<file path="src/rtl/serial_regbank.sv">
`default_nettype none
// ============================================================================
//  Module      : serial_regbank
//  Description : Byte-protocol register bank behind a serial receiver /
//                transmitter pair. 'W' addr data writes a register and
//                answers 'K'; 'R' addr answers with the register contents.
//                Bad opcodes or addresses answer '?'. A spacing gap follows
//                each response.
//                Optional feature macro: SERIAL_REGBANK_TIMEOUT_EN. When it is
//                defined, an idle-line timeout abandons half-received packets.
//  Revision    : 1.0 - initial release
// ============================================================================
module serial_regbank #(
    parameter int CLK_FREQ = 50_000_000,
    parameter int BAUD     = 9600,
    parameter int TX_GAP   = (CLK_FREQ / BAUD) * 12,
    parameter int TIMEOUT  = (CLK_FREQ / BAUD) * 40
) (
    input  logic         clk,
    input  logic         rst,
    input  logic [7:0]   dat_r,
    input  logic         ready,
    output logic         ready_rst,
    output logic [7:0]   dat_t,
    output logic         txe,
    output logic [127:0] regs,
    output logic         busy
);

    localparam logic [2:0] c_IDLE     = 3'd0;
    localparam logic [2:0] c_GET_ADDR = 3'd1;
    localparam logic [2:0] c_GET_DATA = 3'd2;
    localparam logic [2:0] c_RESP     = 3'd3;
    localparam logic [2:0] c_GAP      = 3'd4;

    localparam logic [7:0] c_OP_WRITE = 8'h57;
    localparam logic [7:0] c_OP_READ  = 8'h52;
    localparam logic [7:0] c_RSP_ERR  = 8'h3F;
    localparam logic [7:0] c_RSP_OK   = 8'h4B;

    // Gap counter is wide enough to hold TX_GAP itself; a zero gap degrades
    // to a single GAP cycle.
    localparam int c_GAP_W    = (TX_GAP < 2) ? 1 : $clog2(TX_GAP + 1);
    localparam int c_GAP_LAST = (TX_GAP > 0) ? TX_GAP - 1 : 0;

    logic [2:0]         r_state;
    logic [2:0]         w_state_nxt;
    logic               w_accept;
    logic               w_in_packet;
    logic               w_timeout;
    logic               w_resp_load;
    logic [7:0]         w_resp_val;
    logic               w_write;
    logic               w_gap_done;
    logic               r_ready_rst;
    logic               r_is_read;
    logic [3:0]         r_addr;
    logic [7:0]         r_resp;
    logic [7:0]         r_regs [16];
    logic [c_GAP_W-1:0] r_gap_cnt;

    // A byte is taken only while listening, and never in the clear cycle
    // where the stale ready level may still be visible.
    assign w_accept    = ready && !r_ready_rst &&
                         ((r_state == c_IDLE) || (r_state == c_GET_ADDR) ||
                          (r_state == c_GET_DATA));
    assign w_in_packet = (r_state == c_GET_ADDR) || (r_state == c_GET_DATA);
    assign w_write     = (r_state == c_GET_DATA) && w_accept;
    assign w_gap_done  = (r_gap_cnt == c_GAP_W'(c_GAP_LAST));

`ifdef SERIAL_REGBANK_TIMEOUT_EN
    localparam int c_TO_W    = (TIMEOUT < 2) ? 1 : $clog2(TIMEOUT + 1);
    localparam int c_TO_LAST = (TIMEOUT > 0) ? TIMEOUT - 1 : 0;

    logic [c_TO_W-1:0] r_to_cnt;

    // Inactivity counter: restarts on every accepted byte and outside packets.
    always_ff @(posedge clk) begin
        if (!rst) begin
            r_to_cnt <= '0;
        end else if (w_accept || !w_in_packet) begin
            r_to_cnt <= '0;
        end else begin
            r_to_cnt <= r_to_cnt + 1'b1;
        end
    end

    assign w_timeout = w_in_packet && !w_accept &&
                       (r_to_cnt == c_TO_W'(c_TO_LAST));
`else
    assign w_timeout = 1'b0;
`endif

    // State register.
    always_ff @(posedge clk) begin
        if (!rst) begin
            r_state <= c_IDLE;
        end else begin
            r_state <= w_state_nxt;
        end
    end

    // Next-state decode, also selecting the response byte on entry to RESP.
    always_comb begin
        w_state_nxt = r_state;
        w_resp_load = 1'b0;
        w_resp_val  = c_RSP_ERR;
        case (r_state)
            c_IDLE: begin
                if (w_accept) begin
                    if ((dat_r == c_OP_WRITE) || (dat_r == c_OP_READ)) begin
                        w_state_nxt = c_GET_ADDR;
                    end else begin
                        w_state_nxt = c_RESP;
                        w_resp_load = 1'b1;
                        w_resp_val  = c_RSP_ERR;
                    end
                end
            end
            c_GET_ADDR: begin
                if (w_accept) begin
                    if (dat_r[7:4] != 4'h0) begin
                        w_state_nxt = c_RESP;
                        w_resp_load = 1'b1;
                        w_resp_val  = c_RSP_ERR;
                    end else if (r_is_read) begin
                        w_state_nxt = c_RESP;
                        w_resp_load = 1'b1;
                        w_resp_val  = r_regs[dat_r[3:0]];
                    end else begin
                        w_state_nxt = c_GET_DATA;
                    end
                end else if (w_timeout) begin
                    w_state_nxt = c_IDLE;
                end
            end
            c_GET_DATA: begin
                if (w_accept) begin
                    w_state_nxt = c_RESP;
                    w_resp_load = 1'b1;
                    w_resp_val  = c_RSP_OK;
                end else if (w_timeout) begin
                    w_state_nxt = c_IDLE;
                end
            end
            c_RESP: begin
                w_state_nxt = c_GAP;
            end
            c_GAP: begin
                if (w_gap_done) begin
                    w_state_nxt = c_IDLE;
                end
            end
            default: begin
                w_state_nxt = c_IDLE;
            end
        endcase
    end

    // Output decode; dat_t is the held response so it keeps its value off-strobe.
    always_comb begin
        busy      = (r_state != c_IDLE);
        txe       = (r_state == c_RESP);
        dat_t     = r_resp;
        ready_rst = r_ready_rst;
    end

    // Packet context: ready clear pulse, opcode, address, response, gap count.
    always_ff @(posedge clk) begin
        if (!rst) begin
            r_ready_rst <= 1'b0;
            r_is_read   <= 1'b0;
            r_addr      <= 4'h0;
            r_resp      <= 8'h00;
            r_gap_cnt   <= '0;
        end else begin
            r_ready_rst <= w_accept;
            if ((r_state == c_IDLE) && w_accept) begin
                r_is_read <= (dat_r == c_OP_READ);
            end
            if ((r_state == c_GET_ADDR) && w_accept && (dat_r[7:4] == 4'h0)) begin
                r_addr <= dat_r[3:0];
            end
            if (w_resp_load) begin
                r_resp <= w_resp_val;
            end
            if (r_state == c_GAP) begin
                r_gap_cnt <= r_gap_cnt + 1'b1;
            end else begin
                r_gap_cnt <= '0;
            end
        end
    end

    // Register file; a write lands on the edge that accepts the data byte.
    always_ff @(posedge clk) begin
        if (!rst) begin
            for (int i = 0; i < 16; i++) begin
                r_regs[i] <= 8'h00;
            end
        end else if (w_write) begin
            r_regs[r_addr] <= dat_r;
        end
    end

    for (genvar i = 0; i < 16; i++) begin : g_regs
        assign regs[8*i +: 8] = r_regs[i];
    end

endmodule
`default_nettype wire

</file>
<file path="config.mk">
export PLATFORM = sky130hd
export DESIGN_NAME = serial_regbank
export DESIGN_NICKNAME = d
export VERILOG_FILES = /design/src/rtl/serial_regbank.sv
export SDC_FILE = /design/constraint.sdc
export NUM_CORES = 1
export LEC_CHECK = 0
export ABC_CLOCK_PERIOD_IN_PS = 3800
export CORE_MARGIN = 10
export CORE_UTILIZATION = 52
export CTS_CLUSTER_DIAMETER = 80
export CTS_CLUSTER_SIZE = 10
export DETAILED_ROUTE_END_ITERATION = 10
export GPL_ROUTABILITY_DRIVEN = 1
export PLACE_DENSITY_LB_ADDON = 0.08
export SYNTH_ARGS = -nofsm -noshare
export SYNTH_HDL_FRONTEND = slang
export SYNTH_SLANG_ARGS = --single-unit
</file>
<file path="constraint.sdc">
create_clock -name clk -period 3.8 [get_ports clk]
set_input_delay 1.14 -clock clk [delete_from_list [all_inputs] [get_ports clk]]
set_output_delay 1.14 -clock clk [all_outputs]
set_load 0.005 [all_outputs]
</file>
==> results.toml, run 1 <==
[finish]
fillers = 932
seqCellArea_um2 = 4500
areaGrowthSynthToFinish_pct = 33.3
final_layout_size_suffix_gt1_share_pct = 15.8
multiInputGateArea_um2 = 2820
final_util_pct = 71.4
nets = 735
insertedDiodeCount = 0

[worst_setup_path]
startpoint_type = "flip-flop"
timing.rr.start = "ready_rst"
path_class = "flip-flop to primary output"
worstRegToRegCells = 6
critPathRequiredTime_ns = 2.66
end_kind = "primary output"
cp.arrival_ns = 1.95
crit_fanout = 9
r2r-end = "r_regs[1][4]"
reg2reg_slack_ns = 1.59
startpoint = "r_state[0]"

[sta]
finClkSkew_ns = 0.0107
setup_tns_ns = 0
slew_headroom_pct = 53.9
hold_violations = 0
period_share_pct = 81.2
finalSetupViolCount = 0
tightest_slew_ns = 0.686
rsz0062_at_grt = "no"
finalMaxSlewViolations = 0
worst_slack_ns = 0.713
min_period_ns = 3.09
fmax_mhz = 324

[clock_tree]
hold_buffers = 0
cts_setup_buffers = 0
cts_tree = "built"
cts_buffers = 17
cts_resized = 0
htree_levels = 4
clk_path_buf_depth = 2
cts.clk_slew.worst_paths_ns = 0.06
cts-root-buf = "clkbuf_16"
cts.sinks = 161
clk_latency_ns = 0.43

[placed_design]
place.gp.congestion = 0.871
io_buffers = 149
place_hpwl_um = 15400
pre_cts_ws_ns = 0.385

[drt]
wl_um = 21400
routedWlPerCell_um = 23.4
drc_errors = 0
ant_nets = 0
dr.pass1.iters = 5
num_vias = 5294
first_iter_violations = 510
viasPerCell = 5.78

[synthesis]
syn_area_um2 = 7520
synthAdderAreaFrac_pct = 0.166
ys_ff_latch = 161
synthCells = 552
synth_top_flop_cell = "edfxtp_1"
yosysTopAreaCell = "edfxtp_1"
synth_xor_area_share_pct = 1.63
yosys.area_share.simple_pct = 19.3
synthMuxAreaShare_pct = 12.7
synth-edff-count = 128
syn-num-nets = 564
ys_seq_area_share_pct = 59.9
synth_cell_types = 54
synthArstFlopShare_pct = 0
synth_top_area_share_pct = 51.1
avgSynthCellArea_um2 = 13.6
synth_top_family_by_area = "simple AND/OR/NAND/NOR gates"
synth_area_leaders = "edfxtp_1 51%, and2_1 11%, dfxtp_1 8.8%"
synth_compound_area_share_pct = 3.74
synth_warnings = 0

[global_route]
grt_pass1_wl_um = 32800
grt_pass1_vias = 5444
grt_antenna_before_repair = 0
overflow = 0
grt_max_degree = 28
globalRouteTotalUtil_pct = 21.5

[job]
cap_violations = 0

[power]
p_per_area_nw_per_um2 = 438
swShare_pct = 21.0
p_clk_share_pct = 45.2
switching_power_mw = 0.924
p_leak_nw = 3.70
pwr-share-seq_pct = 45.7
comb_power_share_pct = 9.1
peakVddDrop_uv = 251
p_int_mw = 3.47

[worst_hold_path]
hold_depth = 1
hold_end = "r_gap_cnt[0]"
hold_class = "flip-flop to flip-flop"
hp-start = "r_gap_cnt[0]"

[die]
dieArea_um2 = 19700
start_util_pct = 53.6
die_height_um = 140
rows = 43
core_um2 = 14000
io_pins = 150
die_w_um = 140

[run_status]
status = "completed"
registers in the layout, indices dropped and copies added (netlist names):
register,count
r_state,3
r_is_read,1
ready_rst,1
r_regs,128
r_gap_cnt,16
r_addr,4
dat_t,8
critical path: stages (launching register included):
cell and delay [ns]:
dfxtp_1 0.51, and2_1 0.24, nor2b_1 0.23, clkdlybuf4s50_1 0.54
synthesized netlist by cell type (5+ instances only):
master and n:
and2_1 129, edfxtp_1 128, nor2_1 34, dfxtp_1 33, mux4_2 22, clkbuf_1 18, o21ai_0 16, mux4_1 11
nand2_1 11, nand3_1 11, a21oi_1 10, mux2i_1 10, nand2b_1 10, nor4_1 8, xnor2_1 7, xor2_1 7
buf_2 6, mux2_2 6, inv_1 5
cells in the final DEF (no fill, tap or decap), drive strengths merged, types with 5 or more instances in the layout:
master,Yosys,routed
clkdlybuf4s50,0,147
nor2,38,38
edfxtp,128,128
bufinv,0,7
xnor2,7,7
and2,130,130
clkinv,1,6
mux4,33,33
buf,14,37
nand2,11,11
mux2i,10,10
nand3,11,11
dfxtp,33,33
nor3,8,8
nand2b,10,10
o21ai,20,20
clkbuf,18,18
inv,5,5
nor4,8,8
a21oi,10,10
mux2,6,6
xor2,7,7
per-layer routing:
| layer | wire length [µm] | GRT usage (%) | up-vias |
|---|---|---|---|
| met5 | 0 | 0 | - |
| met4 | 532 | 7.88 | 0 |
| met3 | 1770 | 6.29 | 36 |
| met2 | 10600 | 35.1 | 237 |
| met1 | 8510 | 26.4 | 2634 |
| li1 | - | - | 2387 |
per-stage QoR:
step	power, mW	hold WS, ns	cells	area (µm²)
6_report	4.39	0.480	916	10000
3_3_place_gp	2.44	0.454	884	9330
2_1_floorplan	2.21	0.438	552	7520
3_5_place_dp	2.44	0.466	884	9330
5_1_grt	4.51	0.509	916	10000
4_1_cts	4.41	0.482	916	10000
power groups by stage:
stage | clock, mW | combinational [mW] | sequential [mW]
2_1_floorplan | 0 | 0.178 | 2.03
3_3_place_gp | 0 | 0.396 | 2.04
3_5_place_dp | 0 | 0.399 | 2.04
4_1_cts | 2.00 | 0.403 | 2.01
5_1_grt | 2.07 | 0.426 | 2.01
6_report | 1.99 | 0.400 | 2.01
area by class of cell:
cell class,instances,share of cell area (%)
clock inverter,14,2.61
inverter,6,0.225
sequential,161,44.9
timing repair buffer,184,17.5
tap,180,2.25
multi-input combinational,353,28.2
clock buffer,18,4.28
worst max path at each step:
stage / end / slack, ns / cells after the start
global route: txe / 0.64 / 3
CTS: txe / 0.72 / 3
floorplan: r_regs[1][0] / 0.78 / 5
global placement: r_regs[0][3] / 0.43 / 6
detailed placement: dat_t[3] / 0.38 / 6
finish: txe / 0.71 / 3
cell families (layout without fill, tap and decap cells):
logic type / Yosys count / count (layout)
compound gates: 45 / 45
xor+xnor: 14 / 14
fa+ha+maj: 1 / 1
buf+inv: 38 / 222
flops: 161 / 161
mux: 49 / 49
simple gates: 244 / 244
No activity file was read; power rests on OpenSTA's default activity.
==> run 2, diff against run 1 <==
--- a/config.mk
+++ b/config.mk
@@ -5,9 +5,9 @@
 export SDC_FILE = /design/constraint.sdc
 export NUM_CORES = 1
 export LEC_CHECK = 0
-export ABC_CLOCK_PERIOD_IN_PS = 3800
+export ABC_CLOCK_PERIOD_IN_PS = 2800
 export CORE_MARGIN = 10
-export CORE_UTILIZATION = 52
+export CORE_UTILIZATION = 47
 export CTS_CLUSTER_DIAMETER = 80
 export CTS_CLUSTER_SIZE = 10
 export DETAILED_ROUTE_END_ITERATION = 10
==> constraint.sdc (replaced) <==
create_clock -name clk -period 2.8 [get_ports clk]
set_input_delay 0.84 -clock clk [delete_from_list [all_inputs] [get_ports clk]]
set_output_delay 0.84 -clock clk [all_outputs]
set_load 0.005 [all_outputs]
==> run 2 against run 1 <==
  * Setup slack lost 0.51 ns
  * Hold slack lost 0.0068 ns
  * Final cell count grew 7.3%
  * Clock skew shrank 0.0014 ns
  * Flip-flop and latch count is the same
  * Critical path type unchanged
  * Core utilization shrank 5.7 points
  * Global-route usage shrank 1.6 points
  * Critical path depth is the same
  * Via count shrank 0.19%
  * Largest cell class unchanged
==> results.toml, run 2 (synthesis results as in run 1) <==
[drt]
dr.pass1.iters = 5
ant_nets = 0
drc_errors = 0
first_iter_violations = 406
viasPerCell = 5.38
wl_um = 21300
routedWlPerCell_um = 21.7
num_vias = 5284

[sta]
slew_headroom_pct = 70.9
finalMaxSlewViolations = 0
fmax_mhz = 386
period_share_pct = 92.6
finClkSkew_ns = 0.00932
min_period_ns = 2.59
rsz0062_at_grt = "no"
tightest_slew_ns = 0.437
worst_slack_ns = 0.206
finalSetupViolCount = 0
hold_violations = 0

[global_route]
globalRouteTotalUtil_pct = 19.9
grt_pass1_wl_um = 32700
grt_antenna_before_repair = 0
grt_pass1_vias = 5480
grt_max_degree = 35
overflow = 0

[finish]
final_common_cell = "clkdlybuf4s50_1"
areaGrowthSynthToFinish_pct = 37.8
insertedDiodeCount = 0
largest_register_ffs = 128
final_layout_size_suffix_gt1_share_pct = 19.3
final_cell_mix = "147 x clkdlybuf4s50_1, 129 x and2_1, 128 x edfxtp_1, 60 x buf_4, 34 x nor2_1"
regMostFlops = "r_regs"
nets = 768

[clock_tree]
clk_latency_ns = 0.42
htree_levels = 4
clk_path_buf_depth = 2
cts_resized = 0
cts_buffers = 17
cts.sinks = 161
cts-root-buf = "clkbuf_16"
cts.clk_slew.worst_paths_ns = 0.06
cts_setup_buffers = 0
hold_buffers = 0
cts_tree = "built"

[power]
peakVddDrop_uv = 395
p_per_area_nw_per_um2 = 565
power.total_mw = 5.85
p_leak_nw = 3.87

[die]
rows = 46
dieArea_um2 = 21500
core_um2 = 15800
die_height_um = 146
start_util_pct = 47.7
die_w_um = 146
io_pins = 150

[worst_setup_path]
cp.arrival_ns = 1.75
startpoint_type = "flip-flop"
end_kind = "primary output"
cp_cell_sequence = "and2_1 > nor2b_2 > clkdlybuf4s50_1"
path_class = "flip-flop to primary output"
critPathRequiredTime_ns = 1.96
critical-path-max-stage-delay_ns = 0.52
crit_fanout = 10
crit_slowest_cell = "clkdlybuf4s50_1"

[run_status]
status = "completed"

[job]
cap_violations = 0

[worst_hold_path]
hold_class = "flip-flop to flip-flop"

[placed_design]
place.gp.congestion = 0.876
place_hpwl_um = 16200
pre_cts_ws_ns = -0.135
io_buffers = 149
[run 2: cell count changes in the layout (fill, tap and decap cells not counted)]
cell,delta
buf_12,+7
clkbuf_1,+2
dfxtp_1,-2
nor2b_1,-1
buf_4,+26
clkinv_2,-1
clkinv_4,-1
nor2b_2,+1
dfxtp_2,+2
clkinvlp_4,-1
bufinv_16,-1
[run 2: critical path, delay by kind of cell, from the launching register on]
family                 cells  cell delay, ns
buffers and inverters      1            0.52
DFF                        1            0.42
and+or+nand+nor            2            0.39
[run 2: where the power goes]
part	internal (mW)	total (mW)	switching, mW	leakage (nW)
combinational	0.315	0.577	0.262	1.97
sequential	2.66	2.72	0.0625	1.59
clock	1.66	2.56	0.893	0.310
total	4.64	5.85	1.22	3.87
[run 2: area by class of cell]
cell class              count  area [µm²]
well taps                 216         270
inverters                   6        22.5
flip-flops and latches    161        4510
repair buffers            217        2090
clock inverters            10         210
multi-input cells         353        2830
clock buffers              20         437
fillers                  1185        5410
[run 2: metrics by stage]
stage / setup TNS (ns) / utilization [%] / hold WS (ns) / instances / area [µm²]
CTS: 0 / 65.7 / 0.479 / 983 / 10400
floorplan: 0 / - / 0.438 / 552 / 7520
global route: 0 / 65.7 / 0.496 / 983 / 10400
global placement: -12.89 / 61.6 / 0.457 / 953 / 9710
finish: 0 / 65.7 / 0.473 / 983 / 10400
detailed placement: -11.59 / 61.6 / 0.466 / 953 / 9710
[run 2: worst paths after layout]
check               startpoint           end  slack, ns  cells after the start
hold reg to reg   r_gap_cnt[0]  r_gap_cnt[0]       0.47                      1
setup reg to reg    r_state[2]  r_regs[0][4]       0.74                      6
hold / removal    r_gap_cnt[0]  r_gap_cnt[0]       0.47                      1
setup / recovery    r_state[1]           txe       0.21                      3
[run 2: metal layers]
metal,up-vias,wire length (µm),track usage [%]
li1,2438,-,-
met1,2617,8940,25.4
met2,209,10400,32.2
met3,20,1630,6.00
met4,0,316,5.31
met5,-,0,0
==> RTL edit 1, RTL diff (settings of run 1) <==
Set the parameter `CLK_FREQ` to 25_000_000 (it was 50_000_000).
--- a/src/rtl/serial_regbank.sv
+++ b/src/rtl/serial_regbank.sv
@@ -11,7 +11,7 @@
 //  Revision    : 1.0 - initial release
 // ============================================================================
 module serial_regbank #(
-    parameter int CLK_FREQ = 50_000_000,
+    parameter int CLK_FREQ = 25_000_000,
     parameter int BAUD     = 9600,
     parameter int TX_GAP   = (CLK_FREQ / BAUD) * 12,
     parameter int TIMEOUT  = (CLK_FREQ / BAUD) * 40
Formal check against the unedited RTL: same outputs for any inputs over 4 cycles, from zero or initial values and one cycle with rst low; that may be too few to reach the edited logic, so the function may still have changed.
==> RTL edit 1 against run 1 <==
- via count up 0.96%
- clock skew down 0.84 ps
- total power fell by 5.6%
- wire length down 0.64%
- setup slack better by 61 ps
- highest routed layer unchanged
- sequential cell count down 1
- synthesized area is 1.7% lower
- largest power group unchanged
- cell area shrank 2.2%
- synthesized cell count grew 1.6%
==> RTL edit 1: results (changes against run 1) <==
status=finished, final reports clean; fraction of final layout cells sized beyond drive strength 1=14.5% (-1.3 points); Initial DRC Count=529 (+3.7%); Max stage delay cell, worst path=or4_1; synthesized-area fraction occupied by ao, oa, aoi and oai cells=4.57% (+0.83 points); routed wire length on met2=10.2 mm (-3.5%); Adder-Cell Fraction of Synth Area=0.169% (+0.0029 points); part of the total power dissipated in combinational logic=9.4% (+0.3 points); count of vias placed by the detailed router=5345 (+0.96%); met3 track utilization from global routing=6.74% (+0.45 points); clock share of power=42.5% (-2.7 points); worst setup slack before clock tree synthesis=354 ps (-30.6 ps); average wire per cell in the routed design=23.1 um (-0.96%); proportion of register bits with asynchronous set or reset after synthesis=0% (unchanged); sequential fraction of the synthesis area=60.7% (+0.78 points); tightest hold margin=492 ps (+12.4 ps); critical register-to-register path startpoint=r_state[2]; setup slack on the worst flop-to-flop path=1570 ps (-20 ps); via count of the first global-routing pass=5478 (+0.62%); FF-to-FF path depth=4 (-2); count of cell types in the netlist=53 (-1.9%); Clk. pwr=1.76 mW (-12%); pin count of the biggest net entering global routing=38 (+36%); commonest cells in the netlist=edfxtp_1, and2_1, nor2_1, dfxtp_1, mux4_2; DPL Wire Length=15.5 mm (+0.39%); met1 track utilization from global routing=27.0% (+0.53 points); total track usage=21.7% (+0.21 points); Synth Area in XOR/XNOR=1.54% (-0.090 points); net switching power of the design=0.912 mW (-1.3%); placed cells=888 (+0.45%); count of nets after finishing=739 (+0.54%); final WL=21.3 mm (-0.64%); R2R Path End=r_regs[0][3]; family of cells with the greatest summed delay on the critical path=simple AND/OR/NAND/NOR gates; global-route wire length before repair=32.7 mm (-0.11%); met3 WL post-DR=2.25 mm (+27%); worst-margin pin slew=605 ps (-81.7 ps); worst-path maximum fanout=11 (+2); critical path arrival=3110 ps (+1160 ps); leakage power total=3.51 nW (-5.1%); met2 global-route usage=35.2% (+0.050 points); category of the critical setup timing path=in -> reg; Post-Syn Nets=573 (+1.6%); crit path launch=ready; top cells by area in the synthesized netlist=edfxtp_1, and2_1, mux4_2; critical path's largest stage delay=670 ps (+130 ps); Fillers=971 (+4.2%); peak supply drop=0.000274 V (+9.3%); length of routed wiring on met1=8.32 mm (-2.2%); total cell area at the placement stage=9200 um^2 (-1.4%); diodes inserted=0 (unchanged); H-tree lvl count=4 (unchanged); share of synthesized area spent on multiplexers=10.8% (-1.9 points); placer congestion estimate=0.883 (+1.4%); average footprint of a synthesized cell=13.2 um^2 (-3.3%)
==> RTL edit 1: changes by cell type after synthesis, moves of 4 or more <==
cell / before / now
mux4_1: 11 / 0
nor3_1: 3 / 22
clkbuf_1: 18 / 22
xor2_1: 7 / 2
mux2i_1: 10 / 4
xnor2_1: 7 / 11
nor2b_1: 2 / 6
mux4_2: 22 / 29
and2_1: 129 / 113
nor2_1: 34 / 38
a211oi_1: 1 / 5
nand2_1: 11 / 15
==> RTL edit 1: final cells by class <==
type | count | area [um^2] | area share, %
Clock inverter | 13 | 170 | 1.74
Inverter | 7 | 26.3 | 0.268
Tap cell | 180 | 225 | 2.30
Timing Repair Buffer | 183 | 1760 | 18.0
Sequential cell | 160 | 4480 | 45.7
Multi-Input combinational cell | 358 | 2710 | 27.6
Clock buffer | 18 | 429 | 4.38
==> RTL edit 2, RTL diff (flow settings as in run 1) <==
Made on the original files. Compare `r_gap_cnt` against `c_GAP_W'(c_GAP_LAST)` with >= in place of ==.
--- a/src/rtl/serial_regbank.sv
+++ b/src/rtl/serial_regbank.sv
@@ -66,7 +66,7 @@
                           (r_state == c_GET_DATA));
     assign w_in_packet = (r_state == c_GET_ADDR) || (r_state == c_GET_DATA);
     assign w_write     = (r_state == c_GET_DATA) && w_accept;
-    assign w_gap_done  = (r_gap_cnt == c_GAP_W'(c_GAP_LAST));
+    assign w_gap_done  = (r_gap_cnt >= c_GAP_W'(c_GAP_LAST));
 
 `ifdef SERIAL_REGBANK_TIMEOUT_EN
     localparam int c_TO_W    = (TIMEOUT < 2) ? 1 : $clog2(TIMEOUT + 1);
Function: same outputs for any inputs over 4 cycles, from zero or initial values and one cycle with rst low; that may be too few to reach the edited logic, so the function may still have changed.
==> RTL edit 2 against run 1 <==
- clock power down 14%
- register-to-register slack improved by 160 ps
- setup slack gained 53 ps
- count of clock-buffer cells in the layout is the same
- cell area decreased by 1.0%
- sequential cell count unchanged
- maximum frequency increased by 1.7%
- wire length grew 1.4%
- synthesized area barely moved
- via count grew 2.5%
- total power fell by 6.0%
- largest cell class unchanged
==> RTL edit 2: results (changes against run 1) <==
status=finished, final reports clean; sequential fraction of the synthesis area=59.9% (about the same); global-route wire length before repair=33.1 mm (+0.88%); areal power density over the cells=416 nW/um^2 (-5.0%); top cells by area in the synthesized netlist=edfxtp_1, and2_1, mux4_2; proportion of register bits with asynchronous set or reset after synthesis=0% (unchanged); Initial DRC Count=438 (-14%); via count of the first global-routing pass=5472 (+0.51%); Post-Syn Nets=572 (+1.4%); FFs & Latches=161 (unchanged); worst-path maximum fanout=7 (-2); clock edge transition at the registers on the reported setup and hold paths=60 ps (about the same); critical path arrival=1890 ps (-60 ps); met3 WL post-DR=1.87 mm (+5.2%); number of CTS-inserted buffers=17 (unchanged); number of inverters outside the clock class in the layout=8 (+2); number of buffers outside the clock class in the layout=177 (-3.8%); Root Buffer=clkbuf_16; average footprint of a synthesized cell=13.4 um^2 (-1.4%); total track usage=21.9% (+0.39 points); routed wire length on met2=10.8 mm (+2.2%); placed cells=885 (+0.11%); routed vias/inst=5.92 (+2.4%); share of the final layout cell area in sequential cells=45.4% (+0.46 points); detailed-routing iteration count for the pre-antenna-repair pass=5 (unchanged); Clock Buffer Count=18 (unchanged); number of warnings issued by yosys=0 (unchanged); FF-to-FF path depth=4 (-2); number of flops mapped to enable cells by yosys=128 (unchanged); share of synthesized area spent on multiplexers=11.4% (-1.2 points); fraction of final layout cells sized beyond drive strength 1=15.2% (-0.56 points); Cell Count, Final, Fillers Out=917 (+0.11%); net switching power of the design=0.932 mW (+0.86%); total cell area at the placement stage=9330 um^2 (about the same); DPL Wire Length=15.1 mm (-2.0%); peak supply drop=0.000324 V (+29%); highest signal layer in the routed design=met4; count of nets after finishing=736 (+0.14%); synthesized-area fraction occupied by ao, oa, aoi and oai cells=4.89% (+1.1 points); count of multi-input combinational gates=359 (+1.7%); multi-input combinational cell area=2830 um^2 (+0.31%); number of gates resized after cts=0 (unchanged); clk cell area share=6.00% (-0.89 points); NonClk Buf Share=17.5% (-0.048 points); Synth Area in XOR/XNOR=1.40% (-0.23 points); Clk. pwr=1.72 mW (-14%); combinational group power=0.401 mW (about the same); number of buffers inserted to repair setup after CTS=0 (unchanged); pin count of the biggest net entering global routing=45 (+61%); Worst Skew=8.33 ps (-2.40 ps); Adder-Cell Fraction of Synth Area=0.166% (about the same); Fillers=940 (+0.86%); leakage power total=3.62 nW (-2.0%); final WL=21.7 mm (+1.4%); count of cell types in the netlist=56 (+3.7%); commonest cells in the netlist=edfxtp_1, and2_1, nor2_1, dfxtp_1, mux4_2; placer congestion estimate=0.857 (-1.6%); headroom to the max-slew limit=56.2% (+2.3 points); length of routed wiring on met1=8.80 mm (+3.5%)
[RTL edit 2: path summary, 6_finish.rpt]
path | start | endpoint | slack [ps]
setup / recovery | r_state[0] | txe | 770
hold / removal | r_gap_cnt[0] | r_gap_cnt[0] | 460
setup reg to reg | r_state[0] | r_regs[6][4] | 1750
hold reg to reg | r_gap_cnt[0] | r_gap_cnt[0] | 460
[RTL edit 2: routing by layer]
| metal | global-route usage, % | vias to the layer above |
|---|---|---|
| li1 | - | 2404 |
| met1 | 28.6 | 2757 |
| met3 | 6.56 | 16 |
| met4 | 5.27 | 0 |
| met5 | 0 | - |
| met2 | 35.0 | 250 |
[RTL edit 2: stage by stage]
stage / setup WS [ps] / power [mW]
floorplan: 962 / 2.20
global placement: 589 / 2.43
detailed placement: 581 / 2.44
CTS: 772 / 4.14
global route: 668 / 4.25
finish: 766 / 4.13
[RTL edit 2: critical path: stages (launching register included)]
cell and delay [ps]:
dfxtp_1 440, inv_1 130, nor3_1 320, clkdlybuf4s50_1 580
